File: src/rtl/score_hud.sv
// Score and lives heads-up display for the maze game: edge-detected controls, a five-state game
// FSM, a saturating 4-digit BCD score and active-low seven-segment drivers.
module score_hud #(
    parameter int unsigned PELLET_PTS = 1,
    parameter int unsigned LIVES      = 3,
    parameter int unsigned DEATH_HOLD = 8
) (
    input  logic       clk,
    input  logic       reset,
    input  logic       start,
    input  logic       pellet,
    input  logic       caught,
    input  logic       gamewin,
    output logic [6:0] HEX0,
    output logic [6:0] HEX1,
    output logic [6:0] HEX2,
    output logic [6:0] HEX3,
    output logic [6:0] HEX4,
    output logic [6:0] HEX5,
    output logic [1:0] lives,
    output logic [2:0] state,
    output logic       respawn,
    output logic       game_over
);

    typedef enum logic [2:0] {
        StIdle  = 3'd0,
        StPlay  = 3'd1,
        StDying = 3'd2,
        StWin   = 3'd3,
        StOver  = 3'd4
    } state_e;

    localparam logic [3:0] Pts       = 4'(PELLET_PTS);
    localparam logic [1:0] LivesInit = 2'(LIVES);
    localparam int unsigned HoldW    = (DEATH_HOLD > 1) ? $clog2(DEATH_HOLD) : 1;
    localparam logic [HoldW-1:0] HoldInit = HoldW'(DEATH_HOLD - 1);

    state_e           state_q;
    logic [15:0]      score_q;
    logic [15:0]      score_sum;
    logic [15:0]      score_add;
    logic [1:0]       lives_q;
    logic [HoldW-1:0] hold_q;
    logic [2:0]       in_q;
    logic [2:0]       in_qq;
    logic [1:0]       arm_q;
    logic             respawn_q;
    logic             game_over_q;
    logic             start_rise;
    logic             pellet_rise;
    logic             caught_rise;

    // arm_q[1] only rises once in_qq holds a real sample, so a level held through reset is no edge
    assign start_rise  = in_q[0] & ~in_qq[0] & arm_q[1];
    assign pellet_rise = in_q[1] & ~in_qq[1] & arm_q[1];
    assign caught_rise = in_q[2] & ~in_qq[2] & arm_q[1];

    always_comb begin : bcd_add
        logic       carry;
        logic [4:0] sum;
        carry     = 1'b0;
        sum       = '0;
        score_sum = score_q;
        for (int d = 0; d < 4; d++) begin
            sum = {1'b0, score_q[4*d +: 4]} + {4'b0, carry} + ((d == 0) ? {1'b0, Pts} : 5'd0);
            if (sum > 5'd9) begin
                score_sum[4*d +: 4] = 4'(sum - 5'd10);
                carry               = 1'b1;
            end else begin
                score_sum[4*d +: 4] = sum[3:0];
                carry               = 1'b0;
            end
        end
        // A carry out of the thousands digit means the sum passed 9999
        score_add = carry ? 16'h9999 : score_sum;
    end

    always_ff @(posedge clk or negedge reset) begin
        if (!reset) begin
            state_q     <= StIdle;
            score_q     <= '0;
            lives_q     <= LivesInit;
            hold_q      <= '0;
            in_q        <= '0;
            in_qq       <= '0;
            arm_q       <= '0;
            respawn_q   <= 1'b0;
            game_over_q <= 1'b0;
        end else begin
            in_q      <= {caught, pellet, start};
            in_qq     <= in_q;
            arm_q     <= {arm_q[0], 1'b1};
            respawn_q <= 1'b0;
            case (state_q)
                StIdle: begin
                    if (start_rise) begin
                        score_q <= '0;
                        lives_q <= LivesInit;
                        state_q <= StPlay;
                    end
                end
                StPlay: begin
                    if (pellet_rise) score_q <= score_add;
                    if (gamewin) begin
                        state_q <= StWin;
                    end else if (caught_rise) begin
                        lives_q <= lives_q - 2'd1;
                        if (lives_q == 2'd1) begin
                            state_q     <= StOver;
                            game_over_q <= 1'b1;
                        end else begin
                            state_q   <= StDying;
                            hold_q    <= HoldInit;
                            respawn_q <= (HoldInit == '0);
                        end
                    end
                end
                StDying: begin
                    // respawn is raised for the final DYING cycle, when hold_q sits at zero
                    if (hold_q == '0) begin
                        state_q <= StPlay;
                    end else begin
                        hold_q    <= hold_q - HoldW'(1);
                        respawn_q <= (hold_q == HoldW'(1));
                    end
                end
                StWin, StOver: begin
                    if (start_rise) begin
                        score_q     <= '0;
                        lives_q     <= LivesInit;
                        state_q     <= StPlay;
                        game_over_q <= 1'b0;
                    end
                end
                default: state_q <= StIdle;
            endcase
        end
    end

    function automatic logic [6:0] seg7(input logic [3:0] d);
        case (d)
            4'd0:    return 7'b1000000;
            4'd1:    return 7'b1111001;
            4'd2:    return 7'b0100100;
            4'd3:    return 7'b0110000;
            4'd4:    return 7'b0011001;
            4'd5:    return 7'b0010010;
            4'd6:    return 7'b0000010;
            4'd7:    return 7'b1111000;
            4'd8:    return 7'b0000000;
            4'd9:    return 7'b0010000;
            default: return 7'b1111111;
        endcase
    endfunction

    assign HEX0 = seg7(score_q[3:0]);
    assign HEX1 = (score_q[15:4] == '0)  ? 7'b1111111 : seg7(score_q[7:4]);
    assign HEX2 = (score_q[15:8] == '0)  ? 7'b1111111 : seg7(score_q[11:8]);
    assign HEX3 = (score_q[15:12] == '0) ? 7'b1111111 : seg7(score_q[15:12]);
    assign HEX4 = 7'b1111111;
    assign HEX5 = seg7({2'b00, lives_q});

    assign lives     = lives_q;
    assign state     = state_q;
    assign respawn   = respawn_q;
    assign game_over = game_over_q;

endmodule

File: config.mk
export PLATFORM = sky130hd
export DESIGN_NAME = score_hud
export DESIGN_NICKNAME = d
export VERILOG_FILES = /design/src/rtl/score_hud.sv
export SDC_FILE = /design/constraint.sdc
export NUM_CORES = 1
export LEC_CHECK = 0
export ABC_CLOCK_PERIOD_IN_PS = 7500
export CORE_AREA = 3 3 79 81
export DETAILED_ROUTE_END_ITERATION = 10
export DIE_AREA = 0 0 82 84
export GPL_ROUTABILITY_DRIVEN = 0
export PLACE_DENSITY = 0.8
export SYNTH_ARGS = -nofsm -noshare
export SYNTH_HDL_FRONTEND = slang
export SYNTH_SLANG_ARGS = --single-unit
File: constraint.sdc
create_clock -name clk -period 7.5 [get_ports clk]
set_input_delay 1.875 -clock clk [delete_from_list [all_inputs] [get_ports clk]]
set_output_delay 1.875 -clock clk [all_outputs]
set_load 0.03 [all_outputs]
==> impl_metrics.py <==
metrics = {
    "outcome": {
        "outcome": "finished clean",
    },
    "pwr": {
        "p_per_area_nw_per_um2": 236,
        "p_total_mw": 0.831,
        "ir_drop_v": 0.000230,
        "p_leak_nw": 1.55,
    },
    "critical_path": {
        "worstPathRequired_ns": 7.69,
        "worstPathArrival_ns": 6.12,
        "cp-start-kind": "flip-flop",
        "r2r-start": "score_q[1]",
        "crit_slowest_cell": "dfrtp_1",
        "critical_path_class": "flip-flop to flip-flop",
        "worst-path-max-fanout": 10,
        "cp-end-kind": "flip-flop",
        "r2r_setup_slack_ns": 1.56,
        "cpMostUsedCell": "ha_1",
        "rr_endpoint": "score_q[6]",
        "r2r_cells": 24,
        "worst_path_largest_cell_delay_ns": 0.51,
        "crit_chain": "inv_1 > ha_1 > inv_1 > ha_1 > nor4bb_1 > o21ai_0 > a22oi_1 > ha_1 > ha_1 > o21ai_0 > nand2b_1 > o211a_1 > ha_1 > ha_1 > inv_1 > a21oi_1 > o22a_1 > ha_1 > ha_1 > nor3_1 > a31o_2 > nor2_1 > nor2_1 > a22o_1",
    },
    "cts": {
        "cts_resized": 0,
        "clock_latency_ns": 0.30,
        "numCtsBuffers": 5,
        "cts_tree": "built",
        "cts_setup_buffers": 0,
        "numClockSinks": 34,
        "cts_hold_buf": 0,
        "clk_pin_slew_worst_paths_ns": 0.08,
        "cts.path.max_buffers": 2,
        "htreeDepth": 2,
        "cts-root-buf": "clkbuf_8",
    },
    "layout": {
        "multi_input_area_um2": 1920,
        "fin_cells": 483,
        "drive_gt1_frac": 0.0487,
        "nets": 452,
        "ff_latch_area_um2": 853,
        "fin_area_um2": 3520,
        "antenna_cells": 0,
        "fillerInstances": 486,
        "area_growth_syn_to_layout_pct": 16.7,
    },
    "sta": {
        "period_share": 0.792,
        "fmax_mhz": 168,
        "slew_headroom": 0.576,
        "report.final.slew_viol_count": 0,
        "setup_viol": 0,
        "hold_viol_final": 0,
        "fin_skew_ns": 0.00983,
        "rsz0062_at_grt": "no",
        "fin_ws_ns": 1.56,
        "fin_crit_ns": 5.94,
        "worstMarginPinSlew_ns": 0.634,
        "tns_ns": 0,
    },
    "placement": {
        "placed_area_um2": 3430,
        "post-place-ws_ns": 1.63,
        "port_buffers": 46,
        "hpwl_mm": 4.80,
        "dp_cells": 475,
    },
    "hold_path": {
        "holdPathStages": 0,
        "min_from": "arm_q[0]",
        "hold_end": "arm_q[1]",
        "hold_path.class": "flip-flop to flip-flop",
    },
    "global_route": {
        "grt_usage": 0.202,
        "grt_max_degree": 35,
        "grt_pass1_wl_mm": 11.3,
        "antenna_found_initial": 0,
        "grt_pass1_vias": 2484,
        "overflow": 0,
    },
    "synthesis": {
        "syn_avg_cell_area_um2": 7.96,
        "synthTopCellsByArea": "dfrtp_1 (27%), ha_1 (15%), a21oi_1 (5.6%), nand2_1 (4.6%), nor2_1 (4.6%)",
        "synth_seq_cells": 34,
        "ys_seq_area_frac": 0.283,
        "synth-edff-count": 0,
        "netlist_area_um2": 3020,
        "ys_types": 57,
        "synth_warnings": 0,
        "synth_ff_type": "dfrtp_1",
        "synth_top_cell_by_area": "dfrtp_1",
        "synth_top_cell_area_share": 0.265,
        "ys_async_sr_fraction": 1.00,
        "synth_cells": 379,
    },
    "job": {
        "maxCapViolCount": 0,
    },
    "floorplanning": {
        "start_util": 0.545,
        "die_area_um2": 6890,
        "die_h_um": 84,
        "io_pins": 55,
        "fp-row-count": 27,
        "die_x_um": 82,
        "design.core.area_um2": 5540,
    },
    "route": {
        "num_vias": 2688,
        "wire_per_inst_um": 13.4,
        "first_pass_iters": 4,
        "remaining_drc_errors": 0,
        "drtIter0Drc": 109,
        "ant_nets": 0,
        "via_per_inst": 5.57,
        "wirelength_mm": 6.47,
    },
}
## worst max path at each step
stage,end,cells past startpoint,from
after floorplan,score_q[14],25,score_q[1]
after global placement,score_q[14],24,score_q[1]
after detailed placement,score_q[14],24,score_q[1]
after CTS,score_q[6],24,score_q[1]
after global routing,score_q[14],24,score_q[1]
final,score_q[6],24,score_q[1]
## sequential cells by signal, indices dropped and copies added (netlist names)
name       cells
arm_q          2
respawn        1
in_qq          3
lives          2
game_over      1
in_q           3
hold_q         3
score_q       16
state          3
## power by group
part / internal, mW / switching (mW) / total (mW)
Clock: 0.0737 / 0.0697 / 0.143
Combinational: 0.176 / 0.255 / 0.431
Sequential: 0.210 / 0.0462 / 0.257
## routing by layer
layer  global-route usage  wire length [µm]  vias up
li1                     -                 -     1371
met1                0.271              2890     1247
met2                0.337              3250       63
met3               0.0400               274        7
met4               0.0317                51        0
met5                    0                 0        -
## cell families (layout without fill, tap and decap cells)
family / after synthesis / in the layout / share of synthesized area
compound gates: 109 / 109 / 0.222
buf+inv: 55 / 80 / 0.0887
other cells: 2 / 9 / 0.00249
flops: 34 / 34 / 0.283
xor+xnor: 5 / 5 / 0.0145
mux: 6 / 6 / 0.0207
simple gates: 132 / 132 / 0.220
fa+ha+maj: 36 / 36 / 0.149
## metrics by stage
step	utilization	hold WS, ns
3_5_place_dp	0.619	0.337
4_1_cts	0.636	0.353
5_1_grt	0.636	0.358
6_report	0.636	0.350
3_3_place_gp	0.619	0.334
2_1_floorplan	-	0.331
## critical path: cells and delay by family, from the launching register on
family,cells,cell delay (ns)
flip-flops,1,0.51
adder cells (fa/ha/maj),8,2.34
AND/OR/NAND/NOR,5,0.95
AO/OA/AOI/OAI,8,1.62
buffers and inverters,3,0.40
## synth_stat cells (5+ instances only)
library cell  count
nand2_1          37
nor2_1           37
ha_1             36
a21oi_1          34
dfrtp_1          32
inv_1            25
o21ai_0          23
clkbuf_1         15
nor2b_1          11
buf_4            10
o21ai_1          10
nor3_1            9
a211oi_1          5
a22oi_1           5
a31oi_1           5
nand3_1           5
nand3b_1          5
xnor2_1           5
## cell type report
class | instances | share of cell area
multi-input combinational | 297 | 0.546
inverter | 25 | 0.0266
clock buffer | 6 | 0.0234
clock inverter | 2 | 0.00355
tap | 72 | 0.0256
sequential | 34 | 0.242
timing repair buffer | 47 | 0.133
## layout by cell type (no fill, tap or decap), drive strengths merged, types with 5 or more instances in the layout
master and count:
a211oi 5, clkdlybuf4s50 46, a21oi 34, nor2b 11, nand3b 5, a31oi 5
ha 36, nor3 10, a22oi 5, nor2 37, xnor2 5, inv 25
nand3 5, dfrtp 32, conb 9, o21ai 33, clkbuf 6, nand2 37
(Power assumes the default switching activity.)
